File: src/rtl/mkio_pkg.sv
// mkio_pkg: shared types, field positions and helpers for the MKIO bus-controller sequencer
package mkio_pkg;
  typedef enum logic [3:0] {
    S_IDLE        = 4'd0,
    S_SEND_CMD    = 4'd1,
    S_FETCH       = 4'd2,
    S_SEND_DATA   = 4'd3,
    S_WAIT_STATUS = 4'd4,
    S_RECV_DATA   = 4'd5,
    S_CHECK       = 4'd6,
    S_RETRY_GAP   = 4'd7,
    S_DONE        = 4'd8
  } seq_state_t;
  localparam int CW_RT_LSB   = 11;
  localparam int CW_TR_BIT   = 10;
  localparam int CW_SA_LSB   = 5;
  localparam int CW_WC_LSB   = 0;
  localparam int ERR_TIMEOUT = 0;
  localparam int ERR_FORMAT  = 1;
  localparam int ERR_ADDR    = 2;
  localparam int ERR_MSG     = 3;
  localparam int SW_ADDR_LSB = 11;
  localparam int SW_ME_BIT   = 10;
  function automatic logic [15:0] mkio_cmd_word(input logic [4:0] rt, input logic tr,
                                                input logic [4:0] sa, input logic [4:0] wc);
    logic [15:0] w;
    w = '0;
    w[CW_RT_LSB +: 5] = rt;
    w[CW_TR_BIT]      = tr;
    w[CW_SA_LSB +: 5] = sa;
    w[CW_WC_LSB +: 5] = wc;
    return w;
  endfunction
endpackage

File: src/rtl/mkio_resp_timer.sv
// mkio_resp_timer: loadable down-counter, expired while enabled and at zero
// Ports: clk, reset (async, active-high), load/value reload the count,
//        en counts down and qualifies expired.
module mkio_resp_timer #(
  parameter int RESP_TIMEOUT = 700,
  localparam int W = $clog2(RESP_TIMEOUT + 1)
) (
  input  logic         clk,
  input  logic         reset,
  input  logic         load,
  input  logic [W-1:0] value,
  input  logic         en,
  output logic         expired
);
  logic [W-1:0] cnt_q;
  always_ff @(posedge clk or posedge reset)
    if (reset) cnt_q <= '0;
    else if (load) cnt_q <= value;
    else if (en && cnt_q != '0) cnt_q <= cnt_q - W'(1);
  assign expired = en && cnt_q == '0;
endmodule

File: src/rtl/mkio_bc_sequencer.sv
// mkio_bc_sequencer: MKIO bus-controller transfer sequencer with status check, timeout and retry
// Ports: cmd_* request (one at a time, cmd_ready in IDLE); tx_* word handshake to encoder;
//        rx_* decoded words; mem_* transmit buffer (1-cycle read); rxbuf_* receive buffer writes;
//        busy/done/status_word/err_flags transfer result.
module mkio_bc_sequencer import mkio_pkg::*; #(
  parameter int RESP_TIMEOUT = 700,
  parameter int RETRIES      = 1,
  parameter int RETRY_GAP    = 50
) (
  input  logic        clk,
  input  logic        reset,
  input  logic        cmd_valid,
  output logic        cmd_ready,
  input  logic [4:0]  cmd_rt,
  input  logic        cmd_tr,
  input  logic [4:0]  cmd_sa,
  input  logic [4:0]  cmd_wc,
  output logic [15:0] tx_data,
  output logic        tx_cd,
  output logic        tx_ready,
  input  logic        tx_busy,
  input  logic        rx_done,
  input  logic [15:0] rx_data,
  input  logic        rx_cd,
  input  logic        p_error,
  output logic [4:0]  mem_addr,
  input  logic [15:0] mem_data,
  output logic        rxbuf_we,
  output logic [4:0]  rxbuf_addr,
  output logic [15:0] rxbuf_data,
  output logic        busy,
  output logic        done,
  output logic [15:0] status_word,
  output logic [3:0]  err_flags
);
  localparam int TW = $clog2(RESP_TIMEOUT + 1);
  localparam int AW = $clog2(RETRIES + 2);
  localparam int GW = $clog2(RETRY_GAP + 2);
  localparam logic [AW-1:0] RETRY_MAX = AW'(RETRIES);
  localparam logic [GW-1:0] GAP_LOAD  = GW'(RETRY_GAP > 0 ? RETRY_GAP - 1 : 0);
  seq_state_t    st_q, st_d;
  logic [4:0]    rt_q, rt_d, sa_q, sa_d, wc_q, wc_d, idx_q, idx_d, waddr_q, waddr_d;
  logic          tr_q, tr_d, ph_q, ph_d, we_q, we_d;
  logic [AW-1:0] att_q, att_d;
  logic [GW-1:0] gap_q, gap_d;
  logic [15:0]   status_q, status_d, wdata_q, wdata_d;
  logic [3:0]    err_q, err_d;
  logic          sending, tx_fin, last, tmr_en, expired;
  assign sending = st_q == S_SEND_CMD || st_q == S_SEND_DATA;
  // ph_q: 0 = presenting the word, 1 = encoder accepted it, waiting for it to finish
  assign tx_fin  = ph_q && !tx_busy;
  // wc = 0 wraps to 31, so the last index is wc-1 for every count including 32
  assign last    = idx_q == wc_q - 5'd1;
  assign tmr_en  = st_q == S_WAIT_STATUS || st_q == S_RECV_DATA;
  mkio_resp_timer #(.RESP_TIMEOUT(RESP_TIMEOUT)) u_timer (
    .clk(clk), .reset(reset), .load(!tmr_en || rx_done), .value(TW'(RESP_TIMEOUT)),
    .en(tmr_en), .expired(expired)
  );
  always_comb begin
    st_d = st_q;
    rt_d = rt_q;
    tr_d = tr_q;
    sa_d = sa_q;
    wc_d = wc_q;
    idx_d = idx_q;
    att_d = att_q;
    gap_d = gap_q;
    status_d = status_q;
    err_d = err_q;
    we_d = 1'b0;
    waddr_d = waddr_q;
    wdata_d = wdata_q;
    ph_d = sending && tx_busy;
    case (st_q)
      S_IDLE: if (cmd_valid) begin
        st_d = S_SEND_CMD;
        rt_d = cmd_rt;
        tr_d = cmd_tr;
        sa_d = cmd_sa;
        wc_d = cmd_wc;
        idx_d = '0;
        att_d = '0;
        status_d = '0;
        err_d = '0;
      end
      S_SEND_CMD: if (tx_fin) st_d = tr_q ? S_WAIT_STATUS : S_FETCH;
      S_FETCH: st_d = S_SEND_DATA;
      S_SEND_DATA: if (tx_fin) begin
        st_d = last ? S_WAIT_STATUS : S_FETCH;
        idx_d = last ? idx_q : idx_q + 5'd1;
      end
      S_WAIT_STATUS: if (rx_done) begin
        if (!rx_cd) begin
          err_d[ERR_FORMAT] = 1'b1;
          st_d = S_CHECK;
        end else begin
          status_d = rx_data;
          err_d[ERR_FORMAT] = err_q[ERR_FORMAT] | p_error;
          err_d[ERR_ADDR] = rx_data[SW_ADDR_LSB +: 5] != rt_q;
          err_d[ERR_MSG] = rx_data[SW_ME_BIT];
          st_d = tr_q ? S_RECV_DATA : S_CHECK;
        end
      end else if (expired) begin
        err_d[ERR_TIMEOUT] = 1'b1;
        st_d = S_CHECK;
      end
      S_RECV_DATA: if (rx_done) begin
        if (rx_cd) begin
          err_d[ERR_FORMAT] = 1'b1;
          st_d = S_CHECK;
        end else begin
          we_d = 1'b1;
          waddr_d = idx_q;
          wdata_d = rx_data;
          err_d[ERR_FORMAT] = err_q[ERR_FORMAT] | p_error;
          idx_d = last ? idx_q : idx_q + 5'd1;
          st_d = last ? S_CHECK : S_RECV_DATA;
        end
      end else if (expired) begin
        err_d[ERR_TIMEOUT] = 1'b1;
        st_d = S_CHECK;
      end
      S_CHECK: begin
        st_d = err_q == '0 || att_q >= RETRY_MAX ? S_DONE : S_RETRY_GAP;
        gap_d = GAP_LOAD;
        att_d = err_q != '0 && att_q < RETRY_MAX ? att_q + AW'(1) : att_q;
      end
      S_RETRY_GAP: if (gap_q == '0) begin
        st_d = S_SEND_CMD;
        idx_d = '0;
        err_d = '0;
      end else gap_d = gap_q - GW'(1);
      S_DONE: st_d = S_IDLE;
      default: st_d = S_IDLE;
    endcase
  end
  always_ff @(posedge clk or posedge reset)
    if (reset) begin
      st_q <= S_IDLE;
      rt_q <= '0;
      tr_q <= 1'b0;
      sa_q <= '0;
      wc_q <= '0;
      idx_q <= '0;
      ph_q <= 1'b0;
      att_q <= '0;
      gap_q <= '0;
      status_q <= '0;
      err_q <= '0;
      we_q <= 1'b0;
      waddr_q <= '0;
      wdata_q <= '0;
    end else begin
      st_q <= st_d;
      rt_q <= rt_d;
      tr_q <= tr_d;
      sa_q <= sa_d;
      wc_q <= wc_d;
      idx_q <= idx_d;
      ph_q <= ph_d;
      att_q <= att_d;
      gap_q <= gap_d;
      status_q <= status_d;
      err_q <= err_d;
      we_q <= we_d;
      waddr_q <= waddr_d;
      wdata_q <= wdata_d;
    end
  assign cmd_ready   = st_q == S_IDLE;
  assign busy        = st_q != S_IDLE;
  assign done        = st_q == S_DONE;
  assign tx_ready    = sending && !ph_q;
  assign tx_cd       = st_q == S_SEND_CMD;
  assign tx_data     = st_q == S_SEND_CMD ? mkio_cmd_word(rt_q, tr_q, sa_q, wc_q) :
                       st_q == S_SEND_DATA ? mem_data : '0;
  assign mem_addr    = idx_q;
  assign rxbuf_we    = we_q;
  assign rxbuf_addr  = waddr_q;
  assign rxbuf_data  = wdata_q;
  assign status_word = status_q;
  assign err_flags   = err_q;
endmodule

File: config.mk
export PLATFORM = sky130hd
export DESIGN_NAME = mkio_bc_sequencer
export DESIGN_NICKNAME = d
export VERILOG_FILES = /design/src/rtl/mkio_pkg.sv /design/src/rtl/mkio_resp_timer.sv /design/src/rtl/mkio_bc_sequencer.sv
export SDC_FILE = /design/constraint.sdc
export NUM_CORES = 1
export LEC_CHECK = 0
export CAP_MARGIN = 20
export CORE_MARGIN = 2
export CORE_UTILIZATION = 48
export CTS_CLUSTER_SIZE = 14
export DETAILED_ROUTE_END_ITERATION = 12
export GPL_ROUTABILITY_DRIVEN = 0
export PLACE_DENSITY = 0.8
export SLEW_MARGIN = 10
export SYNTH_ARGS = -nofsm -noshare
export SYNTH_HDL_FRONTEND = slang
export SYNTH_SLANG_ARGS = --single-unit
File: constraint.sdc
create_clock -name clk -period 3.29 [get_ports clk]
set_input_delay 0.4935 -clock clk [delete_from_list [all_inputs] [get_ports clk]]
set_output_delay 0.4935 -clock clk [all_outputs]
set_load 0.005 [all_outputs]
==> results.md <==
* Reg-to-reg setup timing slack at 850 ps
* YS warnings at 0
* RSZ-0062 raised after global routing: false
* Ys flop type: dfrtp_1
* Root buf cell: clkbuf_8
* Post-synthesis compound-gate area fraction at 10.1%
* Synth Area in Simple Gates at 18.3%
* WL final at 10500 um
* Worst Path Class, Setup: reg2out
* Top-Level Pins at 123
* CTS Buffer Depth at 2
* H-tree depth at 3
* Total negative setup slack at 0 ps
* Clock Pin Slew Worst Setup and Hold Paths at 100 ps
* Count leader, synth: dfrtp_1
* Worst-Skew Late Latency at 370 ps
* Max transition margin at 49.0%
* Routed WL per cell at 15.6 um
* Synth cell count leaders: dfrtp_1 (86), nand2_1 (57), nor2_1 (44)
* Leak at 2.51 nW
* Worst Path Arrival at 2430 ps
* Mean Syn Cell Area at 10.2 sq um
* Maximum vdd drop at 0.000441 V
* Place WS at 611 ps
* Max-cap violation count at 0
* Layout area overhead at 35.1%
* Worst Hold Class: reg2reg
* CP cell instances: inv_2, or3_1, nor2_1, clkdlybuf4s50_1
* Startpoint Class: flop
* Mux contribution to synthesized area at 14.0%
* Row count at 35
* First-pass DRT Iterations at 5
* Crit end category: primary output
* Initial core utilization at 48.7%
* Total gr overflow at 0
* Filler Cell Count at 735
* Share of cells above drive strength 1 at 10.5%
* Share of the synthesized area in the top cell type at 48.5%
* Initial antenna violation count at 0
* Final Max Slew Viols at 0
* Area of the mapped netlist at 4440 sq um
* PnR worst setup slack at 365 ps
* Status: finished, final reports clean
* Largest net degree at the start of global routing at 49
* Cts hold-fix bufs at 0
* Worst EP required at 2800 ps
* Post-synth ARST share at 100%
* Main combinational cell family by area after synthesis: simple AND/OR/NAND/NOR gates
* CP max-delay cell: or3_1
* Syn Inst Count at 435
* Starting DRC count in detailed routing at 313
* Global Route Usage Sum at 21.6%
* PortBufs at 122
* CTS tree: done
* First-pass GRT wire length at 17300 um
* Final std cells w/o fill at 673
* Clock buffer count from CTS at 9
* Fin crit share at 88.9%
* Vias at 3683
* Register cell area after layout at 2150 sq um
* Sequential area share after synthesis at 48.5%
* Post-synth EDFFs at 0
* Chip Height at 100 um
* Post-synthesis xor/xnor area fraction at 3.95%
* Vias in the first global route at 3522
* # DRC at 0
* HPWL Detailed at 7790 um
* Min Tclk post-route at 2920 ps
* Fin nets at 619
* DP Cell Count at 657
* Top delay family on crit path: simple AND/OR/NAND/NOR gates
* Worst path max stage delay at 650 ps
* Area contributors post-synth: dfrtp_1 (49%), mux2_1 (5.6%), mux2_2 (4.8%), nand2_1 (4.8%), nor2_1 (3.7%)
* Setup Viol. Count Final at 0
* Worst-Margin Slew at 764 ps
* Crit-path max FO at 18
* Buffers & Inverters on Critical Path at 2
* Die area at 10000 sq um
* Diodes inserted at 0
* Die width at 100 um
* Post-synth cell types at 53
* Post-synthesis register bit count at 86
* Post-Synth Adder-Cell Area at 1.97%
* Core box area at 9110 sq um
* Endpoints failing hold at 0
* Worst clock skew at 13.9 ps
* # clock sinks at 86
* Multi-input logic area at 2140 sq um
* PwrDens at 764 nW/um^2
* Worst hold slack at 488 ps
* Antenna Nets Post-Route at 0
* Via/cell ratio at 5.47
* Syn nets at 497
* Largest area contributor in the netlist: dfrtp_1
* Fmax at 342 MHz
-- power by group --
part,switching (W),internal [W]
Sequential,0.000334,0.00138
Combinational,0.000905,0.00116
Clock,0.000432,0.000368
Total,0.00167,0.00291
-- path summary, 6_finish.rpt --
| kind | startpoint | to | depth (start not counted) |
|---|---|---|---|
| worst max-delay path | st_q[0] | tx_ready | 4 |
| worst min-delay path | status_word[15] | status_word[15] | 2 |
| worst max register to register | st_q[2] | rxbuf_data[2] | 6 |
| worst min register to register | status_word[15] | status_word[15] | 2 |
| max in group asynchronous | reset | tr_q | 3 |
| min in group asynchronous | reset | status_word[1] | 2 |
-- area by class of cell --
cell class,instances,share of cell area [%]
multi-input combinational,316,35.8
clock buffer,9,2.07
tap,111,2.32
timing repair buffer,129,21.5
sequential,86,35.9
inverter,15,0.960
clock inverter,7,1.50
-- kinds of logic (layout without fill, tap and decap cells) --
family | after synthesis | after routing
simple gates | 166 | 166
flops | 86 | 86
compound gates | 66 | 66
mux | 57 | 57
buf+inv | 33 | 160
xor+xnor | 20 | 20
fa+ha+maj | 7 | 7
-- stage by stage --
| step | instance area [sq um] | total power, W | util [%] |
|---|---|---|---|
| after floorplan | 4440 | 0.00285 | - |
| after global placement | 5780 | 0.00374 | 63.4 |
| after detailed placement | 5780 | 0.00380 | 63.4 |
| after CTS | 5990 | 0.00461 | 65.8 |
| after global routing | 5990 | 0.00490 | 65.8 |
| final | 5990 | 0.00458 | 65.8 |
-- layer usage --
| layer | GRT usage (%) | routed length, um | part of all wire, % | vias to the layer above |
|---|---|---|---|---|
| met4 | 8.11 | 190 | 1.8 | 0 |
| li1 | - | - | - | 1754 |
| met3 | 4.67 | 641 | 6.1 | 19 |
| met2 | 34.4 | 5190 | 50 | 121 |
| met1 | 29.1 | 4460 | 43 | 1789 |
| met5 | 0 | 0 | 0 | - |
-- layout by cell type (no fill, tap or decap), types with 4 or more instances in the layout --
cell             netlist  layout
dfrtp_1               86      85
inv_1                 14      13
nor2b_1                7       7
clkbuf_8               0       9
mux2i_1               16      16
a31oi_1                4       4
nand2_1               57      57
nor3_1                11      11
mux2_1                22      22
xor2_1                 6       6
clkdlybuf4s50_1        0     122
ha_1                   7       7
nor2_1                44      44
nor4_1                 4       4
xnor2_1               14      14
a21oi_1               10      10
or3_1                  9       9
mux2_2                19      19
nand3_1               10      10
o21ai_0               17      17
nand2b_1               5       5
o21ai_1               13      13
buf_4                  1       6
-- timing repair --
item | 4_1_cts | 5_1_grt
setup buffers | 0 | 0
gates resized for setup | 0 | 1
setup endpoints to repair | 0 | 1
-- worst min-delay path: cells and delay by family (launching register included) --
| family | cells | cell delay (ps) |
|---|---|---|
| AO/OA/AOI/OAI | 1 | 60 |
| flip-flops | 1 | 350 |
| AND/OR/NAND/NOR | 1 | 40 |
-- registers in the layout, summed over array words and instances (netlist names), 6 cells and up --
name and cells:
u_timer.cnt_q 10, status_word 16, gap_q 6, rxbuf_data 16
No activity file was read; power rests on OpenSTA's default activity.
